## src/rtl/gray_counter_if.sv

```systemverilog
// Control/status bundle for gray_counter: strobes in, registered count and flag out.
interface gray_counter_if #(
    parameter int WIDTH = 4
);
    // No handshake: en/up_dn/load/load_val are level strobes sampled at every
    // rising clk edge; bin_out/gray_out/tc are registered and valid every cycle.
    logic             en;
    logic             up_dn;
    logic             load;
    logic [WIDTH-1:0] load_val;
    logic [WIDTH-1:0] bin_out;
    logic [WIDTH-1:0] gray_out;
    logic             tc;

    modport master (
        output en, up_dn, load, load_val,
        input  bin_out, gray_out, tc
    );

    modport slave (
        input  en, up_dn, load, load_val,
        output bin_out, gray_out, tc
    );
endinterface

```

## src/rtl/gray_counter.sv

```systemverilog
// Registered up/down binary counter with aligned Gray output, parallel load,
// wrap or saturate at the limits, and a one-cycle terminal-count flag.
module gray_counter #(
    parameter int WIDTH = 4,
    parameter bit WRAP  = 1'b1
) (
    input  logic          clk,
    input  logic          rst_n,
    gray_counter_if.slave bus
);
    localparam logic [WIDTH-1:0] MAX_VAL = '1;
    localparam logic [WIDTH-1:0] MIN_VAL = '0;
    localparam logic [WIDTH-1:0] ONE     = WIDTH'(1);

    logic [WIDTH-1:0] bin_q, bin_d;
    logic [WIDTH-1:0] gray_q, gray_d;
    logic             tc_q, tc_d;

    always_comb begin
        bin_d = bin_q;
        tc_d  = 1'b0;
        if (bus.load) begin
            bin_d = bus.load_val;
        end else if (bus.en) begin
            if (bus.up_dn) begin
                if (bin_q == MAX_VAL) begin
                    tc_d  = 1'b1;
                    bin_d = WRAP ? MIN_VAL : bin_q;
                end else begin
                    bin_d = bin_q + ONE;
                end
            end else begin
                if (bin_q == MIN_VAL) begin
                    tc_d  = 1'b1;
                    bin_d = WRAP ? MAX_VAL : bin_q;
                end else begin
                    bin_d = bin_q - ONE;
                end
            end
        end
        // Gray is derived from the next binary value so both outputs land on the same edge.
        gray_d = bin_d ^ (bin_d >> 1);
    end

    always_ff @(posedge clk) begin
        if (!rst_n) begin
            bin_q  <= '0;
            gray_q <= '0;
            tc_q   <= 1'b0;
        end else begin
            bin_q  <= bin_d;
            gray_q <= gray_d;
            tc_q   <= tc_d;
        end
    end

    assign bus.bin_out  = bin_q;
    assign bus.gray_out = gray_q;
    assign bus.tc       = tc_q;
endmodule
```

## src/flat_wrapper.sv

```systemverilog
// flat-port wrapper written by rule: the top's interface ports become plain ports
module gray_counter_flat 
#(
    parameter int WIDTH = 4,
    parameter bit WRAP  = 1'b1
)
  (clk, rst_n, bus_en, bus_up_dn, bus_load, bus_load_val, bus_bin_out, bus_gray_out, bus_tc);
  gray_counter_if #(.WIDTH(WIDTH)) bus_i ();
  input  logic clk;
  input  logic rst_n;
  input wire logic [$bits(bus_i.en)-1:0] bus_en;
  input wire logic [$bits(bus_i.up_dn)-1:0] bus_up_dn;
  input wire logic [$bits(bus_i.load)-1:0] bus_load;
  input wire logic [$bits(bus_i.load_val)-1:0] bus_load_val;
  output wire logic [$bits(bus_i.bin_out)-1:0] bus_bin_out;
  output wire logic [$bits(bus_i.gray_out)-1:0] bus_gray_out;
  output wire logic [$bits(bus_i.tc)-1:0] bus_tc;
  assign bus_i.en = bus_en;
  assign bus_i.up_dn = bus_up_dn;
  assign bus_i.load = bus_load;
  assign bus_i.load_val = bus_load_val;
  assign bus_bin_out = bus_i.bin_out;
  assign bus_gray_out = bus_i.gray_out;
  assign bus_tc = bus_i.tc;
  gray_counter #(.WIDTH(WIDTH), .WRAP(WRAP)) u_core (.clk(clk), .rst_n(rst_n), .bus(bus_i));
endmodule
```

## config.mk

```make
export PLATFORM = sky130hd
export DESIGN_NAME = gray_counter_flat
export DESIGN_NICKNAME = d
export VERILOG_FILES = /design/src/rtl/gray_counter_if.sv /design/src/rtl/gray_counter.sv /design/src/flat_wrapper.sv
export SDC_FILE = /design/constraint.sdc
export NUM_CORES = 1
export LEC_CHECK = 0
export BUFFER_PORTS_ARGS = -buffer_cell sky130_fd_sc_hd__buf_2
export CAP_MARGIN = 20
export CORE_AREA = 2 2 39 41
export CTS_BUF_LIST = sky130_fd_sc_hd__clkbuf_4
export DETAILED_ROUTE_END_ITERATION = 10
export DIE_AREA = 0 0 41 43
export PLACE_DENSITY = 0.75
export SETUP_SLACK_MARGIN = 0.15
export SLEW_MARGIN = 10
export SYNTH_ARGS = -nofsm -noshare
export SYNTH_HDL_FRONTEND = slang
export SYNTH_SLANG_ARGS = --single-unit
```

## constraint.sdc

```tcl
create_clock -name clk -period 2.1 [get_ports clk]
set_clock_uncertainty 0.15 [all_clocks]
set_input_delay 0.315 -clock clk [delete_from_list [all_inputs] [get_ports clk]]
set_output_delay 0.315 -clock clk [all_outputs]
set_load 0.03 [all_outputs]
```

; After elaboration in Yosys (flattened, before gate mapping)
; Cells that the tools add are included.
[totals]
regBits = 9
in_bits = 9
output_inout_bits = 9
elab_cells = 19
[op_classes]
add_sub_neg = 2
n_eq_ne = 1
mux = 8
n_bitwise = 3
reduce_logical = 2
[ops]
columns = cell, count
row1 = 4-bit two-way mux, 5
row2 = 4-bit by 1-bit adder with 4-bit output (second input constant), 1
row3 = 4-bit equality test (second input constant), 1
row4 = 4-bit logical NOT, 1
row5 = 4-bit by 1-bit subtractor with 4-bit output (second input constant), 1
row6 = 4-bit by 3-bit bitwise XOR with 4-bit output, 1
row7 = 1-bit two-way mux, 3
row8 = 3-bit OR reduction, 1
row9 = 1-bit inverter, 2

; Depth between registers and ports, before layout
; Gate-level depths: netlist (run 1).
[depth]
depth_word = 6
depth_mapped = 7
mapped_depth_nobuf = 7

; Least setup slack after synthesis (run 1)
; No wires, ideal clock.
[synth_path]
kind = reg2reg
from = register u_core.bin_q[0] (netlist: u_core.bus.bin_out[0])
to = register u_core.gray_q[2] (netlist: u_core.bus.gray_out[2])
setup_time_ns = 0.121
t_arrival_ns = 1.887
required_time_ns = 1.829
setup_slack_ns = -0.058
path_stages_with_launch = 7
n_path_buf = 0
period_less_slack_ns = 2.158
path_cell_list = dfxtp_1 -> inv_1 -> ha_1 -> o311a_1 -> o32a_1 -> o21a_1 -> mux2_4
[synth_via]
elab_chain_cells = 6
word_cells_on_any_way = 10
classes_between = 2 x add/sub / 1 x eq/ne / 5 x mux / 1 x bitwise / 1 x reduce/logical
[synth_lines]
columns = element, line
row1 = start: declaration, gray_counter.sv:15  ; logic [WIDTH-1:0] bin_q, bin_d;
row2 = start signal: assignment, gray_counter.sv:51  ; bin_q <= bin_d;
row3 = "4-bit by 1-bit subtractor with 4-bit output, or another cell as far along", gray_counter.sv:37  ; bin_d = bin_q - ONE;
row4 = 4-bit two-way mux (on tied branches), "gray_counter.sv:33, gray_counter.sv:26"
row5 = 4-bit two-way mux *, gray_counter.sv:25  ; if (bus.up_dn) begin
row6 = 4-bit two-way mux *, gray_counter.sv:24  ; end else if (bus.en) begin
row7 = 4-bit two-way mux *, gray_counter.sv:22  ; if (bus.load) begin
row8 = 4-bit by 3-bit bitwise XOR with 4-bit output *, gray_counter.sv:42  ; gray_d = bin_d ^ (bin_d >> 1);
row9 = end signal: assignment, gray_counter.sv:52  ; gray_q <= gray_d;
row10 = end: declaration, gray_counter.sv:16  ; logic [WIDTH-1:0] gray_q, gray_d;
; Mark *: on every way between the ends. The rest lies on a longest branch, timed or not.
; A chain may end at the register's enable or synchronous reset.

; Worst setup path after layout (run 1)
[layout_path]
from = register u_core.bin_q[2] (netlist: u_core.bus.bin_out[2])
to = register u_core.gray_q[2] (netlist: u_core.bus.gray_out[2])
[layout_via]
elab_chain_cells = 6
word_cells_on_any_way = 10
classes_between = 2 x add/sub / 1 x eq/ne / 5 x mux / 1 x bitwise / 1 x reduce/logical
[layout_lines]
columns = element, line
row1 = "4-bit by 1-bit subtractor with 4-bit output, or another cell as far along", gray_counter.sv:37
row2 = 4-bit two-way mux (on tied branches), "gray_counter.sv:33, gray_counter.sv:26"
row3 = 4-bit two-way mux, gray_counter.sv:25
row4 = 4-bit two-way mux *, gray_counter.sv:24
row5 = 4-bit two-way mux *, gray_counter.sv:22
row6 = 4-bit by 3-bit bitwise XOR with 4-bit output *, gray_counter.sv:42
; Marked as above.

==> results of run 1 <==
-- where the power goes --
part	internal [W]	switching [W]
Clock	0.0000653	0.0000509
Combinational	0.0000678	0.0000868
Sequential	0.000167	0.0000136
Total	0.000300	0.000151
-- synthesized netlist by cell type (2+ instances only) --
cell type	instances
dfxtp_1	8
inv_1	5
and2_1	3
nand2_1	3
nor2b_1	3
a21oi_1	2
ha_1	2
mux2i_1	2
nand3_1	2
nand4_1	2
nor2_1	2
or4b_1	2
xnor2_1	2
xor2_1	2
-- area by class of cell --
class	instances	share of cell area
Clock buffer	3	0.0334
Inverter	5	0.0353
Multi-Input combinational cell	39	0.482
Sequential cell	8	0.260
Tap cell	16	0.0297
Timing Repair Buffer	20	0.160
-- through the flow --
step / cells / setup WS, ns / power, W / hold WS, ns
global route: 91 / 0.0746 / 0.000476 / 0.181
floorplan: 55 / 0.140 / 0.000292 / 0.238
detailed placement: 85 / 0.108 / 0.000327 / 0.412
global placement: 85 / 0.102 / 0.000323 / 0.409
CTS: 90 / 0.139 / 0.000451 / 0.164
finish: 91 / 0.137 / 0.000451 / 0.168
-- metal layers --
| layer | track usage | up-vias | share of wire |
|---|---|---|---|
| met4 | 0.0400 | 0 | 0 |
| met1 | 0.162 | 226 | 0.43 |
| li1 | - | 236 | - |
| met5 | 0 | - | 0 |
| met3 | 0.0681 | 0 | 0.083 |
| met2 | 0.238 | 23 | 0.49 |
-- path summary, 6_finish.rpt --
path,end,slack (ns),from,depth (start not counted)
setup / recovery,u_core.bus.gray_out[2],0.14,u_core.bus.bin_out[2],5
hold / removal,u_core.bus.tc,0.17,bus_load,2
setup reg to reg,u_core.bus.gray_out[2],0.14,u_core.bus.bin_out[2],5
hold reg to reg,u_core.bus.tc,0.44,u_core.bus.bin_out[2],2
-- flip-flops by register name, indices dropped and copies added (netlist names) --
register             cells
u_core.bus.bin_out       3
u_core.bus.gray_out      4
u_core.bus.tc            1
-- what timing repair did --
item                       CTS  global route
pin swaps                    1             2
setup endpoints to repair    2             2
setup buffers                2             1
gates resized for setup      2             2
hold buffers                 0             0
-- critical path, stage by stage, from the launching register on --
cell and delay, ns:
dfxtp_4 0.35, or4b_1 0.51, o311a_1 0.12, o32a_1 0.29, o21a_1 0.14, mux2_4 0.29
-- cells by family after synthesis --
| family | Yosys count |
|---|---|
| xor gates and xnor gates | 4 |
| DFF | 8 |
| muxes | 4 |
| and+or+nand+nor | 19 |
| buffers and inverters | 8 |
| adders and majority gates | 2 |
| AOI/OAI and AO/OA | 10 |
==> metrics.csv, run 1 <==
stage,metric,value,unit
run_status,outcome,completed,
layout,final core area utilization,0.487,
cts,CTS Buffer Depth,2,
sta,Fmax,509,MHz
cts,Worst-Skew Late Latency,0.25,ns
sta,post-route clock period utilization,0.935,
routing,DRC violations left,0,
sta,Total Neg Setup Slack,0,ns
layout,Final nets,88,
synthesis,Post-Syn Area,494,µm²
grt,global-route wire length before repair,1.75,mm
cts,CTS Buf Count,3,
layout,Area Overhead vs Synth,36.5,%
floorplanning,Starting Density,0.357,
synthesis,ys flop type,dfxtp_1,
power_and_ir_drop,Peak VDD IR,321,µV
routing,post-detailed-route wirelength per cell,12.8,µm
sta,Tmin final,1.96,ns
synthesis,Synth Area in Compound Gates,0.159,
synthesis,post-synthesis async set-or-reset flop share,0,
layout,share of cells above drive strength 1,0.493,
sta,RSZ-0062 raised after global routing,true,
layout,finished layout cell area,674,µm²
sta,number of hold-slack violations in the final timing report,0,
placed_design,placed inst area,614,µm²
synthesis,Syn. warnings,0,
sta,Slew headroom,0.771,
job,max-cap violation count,0,
layout,# diodes,0,
synthesis,Synth Area in Simple Gates,0.230,
layout,FF+latch area,175,µm²
layout,most frequent cells in the layout,"buf_2 (17), dfxtp_4 (4), dfxtp_1 (4)",
floorplanning,core area,1380,µm²
min_path,worst min-delay path class,in -> reg,
setup_path,WS Path Type,reg -> reg,
grt,GRT Util Overall,0.146,
setup_path,Critical Path RT,2.10,ns
synthesis,Synth Area in Adders,0.0506,
floorplanning,Chip Width,41,µm
synthesis,post-synthesis mux area share,0.0937,
routing,drt pass-1 iters,4,
cts,CTS Sinks,8,
setup_path,Worst EP arrival,1.96,ns
synthesis,Synth top area share,0.324,
synthesis,number of flops mapped to enable cells by yosys,0,
synthesis,post-synthesis sequential area ratio,0.324,
cts,CTS Root Cell,clkbuf_4,
sta,Final Setup Violations,0,
cts,# H-tree levels,1,
grt,number of global-route vias before repair,430,
floorplanning,number of cell rows,14,
synthesis,syn_area_per_cell,8.99,µm²
routing,Final ANT Viol Nets,0,
synthesis,Netlist cell types,29,
layout,fillers,141,
routing,Post-Route WL,1.16,mm
cts,CTS tree,done,
synthesis,main combinational cell family by area after synthesis,simple AND/OR/NAND/NOR gates,
layout,multi-input logic area,325,µm²
synthesis,Seq cells post-synth,8,
synthesis,Synth area leader,dfxtp_1,
sta,Worst-Margin Slew,0.334,ns
routing,Vias/cell,5.33,
routing,first-iteration detailed-routing DRC count,9,
routing,Vias,485,
placed_design,input/output buffers,17,
grt,largest net degree at the start of global routing,10,
floorplanning,IO Count,18,
power_and_ir_drop,PwrDens,669,nW/µm²
synthesis,Synth Area in XOR/XNOR,0.0709,
power_and_ir_drop,Leak,0.313,nW
floorplanning,Die Ht,43,µm
cts,"CTS clk-pin slew, worst paths",0.06,ns
setup_path,crit start category,register,
synthesis,Post-Syn Instances,55,
placed_design,GP Congestion,0.713,
setup_path,CP Max Fanout,4,
layout,"commonest non-fill, non-tap cell in the layout",buf_2,
grt,global route total overflow,0,
sta,Pins Over Slew Limit,0,
grt,antenna violations before repair,0,
synthesis,syn_nets,66,
placed_design,HPWL Detailed,828,µm
floorplanning,Die Area,1760,µm²
setup_path,Critical Path Sink Type,register,
synthesis,"top cells by area, synth","dfxtp_1 (32%), ha_1 (5.1%), mux2i_1 (4.1%)",
No activity file was read; power rests on OpenSTA's default activity.
==> inputs of run 2 (changes only) <==
Settings changed: BUFFER_PORTS_ARGS -buffer_cell sky130_fd_sc_hd__buf_2 to -buffer_cell sky130_fd_sc_hd__buf_4, CORE_AREA 2 2 39 41 to 3 3 40 42, DIE_AREA 0 0 41 43 to 0 0 43 45.
==> run 2 against run 1 <==
Global-route usage shrank 0.69 points. Sequential power is essentially flat. Register-to-register slack is essentially flat. Largest power group unchanged. Via count shrank 1.2%. Count of clock-buffer cells in the layout is the same. Maximum frequency shrank 0.20%. Sequential cell count is the same. Die area grew 9.8%. Highest routed layer is now met4. Worst hold slack lost 0.047 ns. Combinational power grew 14%. Wire length grew 0.95%. Clock power grew 4%.
==> metrics.csv, run 2 (synthesis results as in run 1) <==
stage,metric,value,unit,change
sta,Final Setup Violations,0,,unchanged
layout,Area Overhead vs Synth,50.9,%,
cts,cts-stage hold buffer count,0,,unchanged
sta,Tmin final,1.97,ns,+0.00395 ns
floorplanning,Die Area,1940,µm²,+9.8%
setup_path,"critical path, cell by cell",or4b_1 -> o311a_1 -> o32a_1 -> o21a_1 -> mux2_4,,
layout,Final nets,92,,+4.5%
power_and_ir_drop,Leak,0.343,nW,+9.5%
setup_path,Crit path buffers/inverters,0,,unchanged
sta,Worst-Margin Slew,0.327,ns,-0.00629 ns
routing,Post-Route WL,1.17,mm,+0.95%
setup_path,Critical Path Sink Type,register,,
job,max-cap violation count,0,,unchanged
routing,drt pass-1 iters,4,,unchanged
sta,RSZ-0062 raised after global routing,true,,
sta,Pins Over Slew Limit,0,,unchanged
floorplanning,core area,1280,µm²,-7.1%
cts,CTS Buffer Depth,2,,unchanged
sta,Total Neg Setup Slack,0,ns,unchanged
setup_path,Critical Path RT,2.10,ns,about the same
routing,DRC violations left,0,,unchanged
placed_design,HPWL Detailed,854,µm,+3.2%
routing,Vias,479,,-1.2%
floorplanning,Chip Width,43,µm,+4.9%
cts,CTS Buf Count,3,,unchanged
routing,Vias/cell,5.10,,-4.4%
grt,largest net degree at the start of global routing,10,,unchanged
power_and_ir_drop,register share of total power,0.376,,-0.024
sta,Slew headroom,0.775,,+0.00431
setup_path,Worst path top cell family by delay,compound AO/OA/AOI/OAI gates,,
power_and_ir_drop,net switching share of the total power,0.328,,-0.00730
setup_path,CP Max Fanout,5,,+1
power_and_ir_drop,Clk pwr share,0.253,,-0.005
power_and_ir_drop,PwrDens,641,nW/µm²,-4.2%
run_status,outcome,completed,,
grt,number of global-route vias before repair,405,,-5.8%
grt,global-route wire length before repair,1.92,mm,+9.9%
grt,global route total overflow,0,,unchanged
floorplanning,number of cell rows,13,,-1
grt,antenna violations before repair,0,,unchanged
cts,# H-tree levels,1,,unchanged
cts,CTS Root Cell,clkbuf_4,,
grt,GRT Util Overall,0.139,,-0.00694
placed_design,GP Congestion,0.737,,+3.4%
floorplanning,Starting Density,0.385,,+0.0275
layout,max reg flops,4,,unchanged
routing,first-iteration detailed-routing DRC count,6,,-3
routing,post-detailed-route wirelength per cell,12.5,µm,-2.3%
setup_path,crit start category,register,,
routing,Final ANT Viol Nets,0,,unchanged
layout,Post-Layout Cell Count,94,,+3.3%
setup_path,WS Path Type,reg -> reg,,
floorplanning,IO Count,18,,unchanged
layout,share of cells above drive strength 1,0.519,,+0.0257
power_and_ir_drop,cell internal pwr,0.000321,W,+7.1%
sta,WHS,0.121,ns,-0.0468 ns
setup_path,Worst EP arrival,1.97,ns,about the same
sta,number of hold-slack violations in the final timing report,0,,unchanged
sta,post-route clock period utilization,0.937,,+0.00188
cts,"CTS clk-pin slew, worst paths",0.06,ns,about the same
power_and_ir_drop,logic gate share of total power,0.371,,+0.029
min_path,worst min-delay path class,in -> reg,,
layout,most frequent cells in the layout,"buf_4 (24), dfxtp_4 (4), dfxtp_1 (4)",,
setup_path,Max stage delay on crit path,0.51,ns,about the same
power_and_ir_drop,Peak VDD IR,307,µV,-4.4%
layout,"commonest non-fill, non-tap cell in the layout",buf_4,,
setup_path,Crit-path slowest cell,or4b_1,,
sta,Fmax,508,MHz,-0.20%
layout,# diodes,0,,unchanged
cts,Worst-Skew Late Latency,0.26,ns,about the same
placed_design,input/output buffers,17,,unchanged
placed_design,placed insts,84,,-1.2%
cts,CTS Sinks,8,,unchanged
floorplanning,Die Ht,45,µm,+4.7%
power_and_ir_drop,Switch Pwr,0.000157,W,+3.7%
cts,CTS tree,done,,
-- run 2: path summary, 6_finish.rpt --
path	depth (start not counted)	startpoint	to	slack (ns)
min	2	bus_load	u_core.bus.tc	0.12
max reg2reg	5	u_core.bus.bin_out[2]	u_core.bus.gray_out[2]	0.13
min reg2reg	2	u_core.bus.bin_out[2]	u_core.bus.tc	0.45
max	5	u_core.bus.bin_out[2]	u_core.bus.gray_out[2]	0.13
-- run 2: area by class of cell --
cell class | instances | area, µm²
Fill cell | 124 | 539
Multi-Input combinational cell | 39 | 325
Timing Repair Buffer | 24 | 180
Sequential cell | 8 | 175
Inverter | 5 | 23.8
Clock buffer | 3 | 22.5
Tap cell | 15 | 18.8
-- run 2: power by group through the flow --
| stage | clock (W) | sequential, W | combinational [W] |
|---|---|---|---|
| 3_3_place_gp | 0 | 0.000185 | 0.000155 |
| 3_5_place_dp | 0 | 0.000185 | 0.000157 |
| 2_1_floorplan | 0 | 0.000212 | 0.0000793 |
| 5_1_grt | 0.000137 | 0.000183 | 0.000193 |
| 4_1_cts | 0.000126 | 0.000180 | 0.000170 |
| 6_report | 0.000121 | 0.000180 | 0.000177 |
-- run 2: per-stage QoR --
step                utilization  power, W  instance area [µm²]  setup slack (ns)
global placement          0.510  0.000340                  656             0.134
detailed placement        0.510  0.000342                  656             0.122
CTS                       0.559  0.000477                  718             0.148
finish                    0.580  0.000478                  746             0.133
floorplan                     -  0.000292                  526             0.140
global route              0.580  0.000513                  746            0.0964
-- run 2: timing repair --
item | 4_1_cts | 5_1_grt
pin swaps | 2 | 3
hold endpoints to repair | 0 | 0
gates resized for setup | 2 | 2
setup endpoints to repair | 2 | 2
buffers inserted | 4 | 3
-- run 2: metal layers --
| layer | up-vias | wire, µm | GRT usage |
|---|---|---|---|
| li1 | 246 | - | - |
| met3 | 2 | 111 | 0.0837 |
| met1 | 215 | 491 | 0.161 |
| met2 | 16 | 552 | 0.210 |
| met5 | - | 0 | 0 |
| met4 | 0 | 19 | 0.0542 |
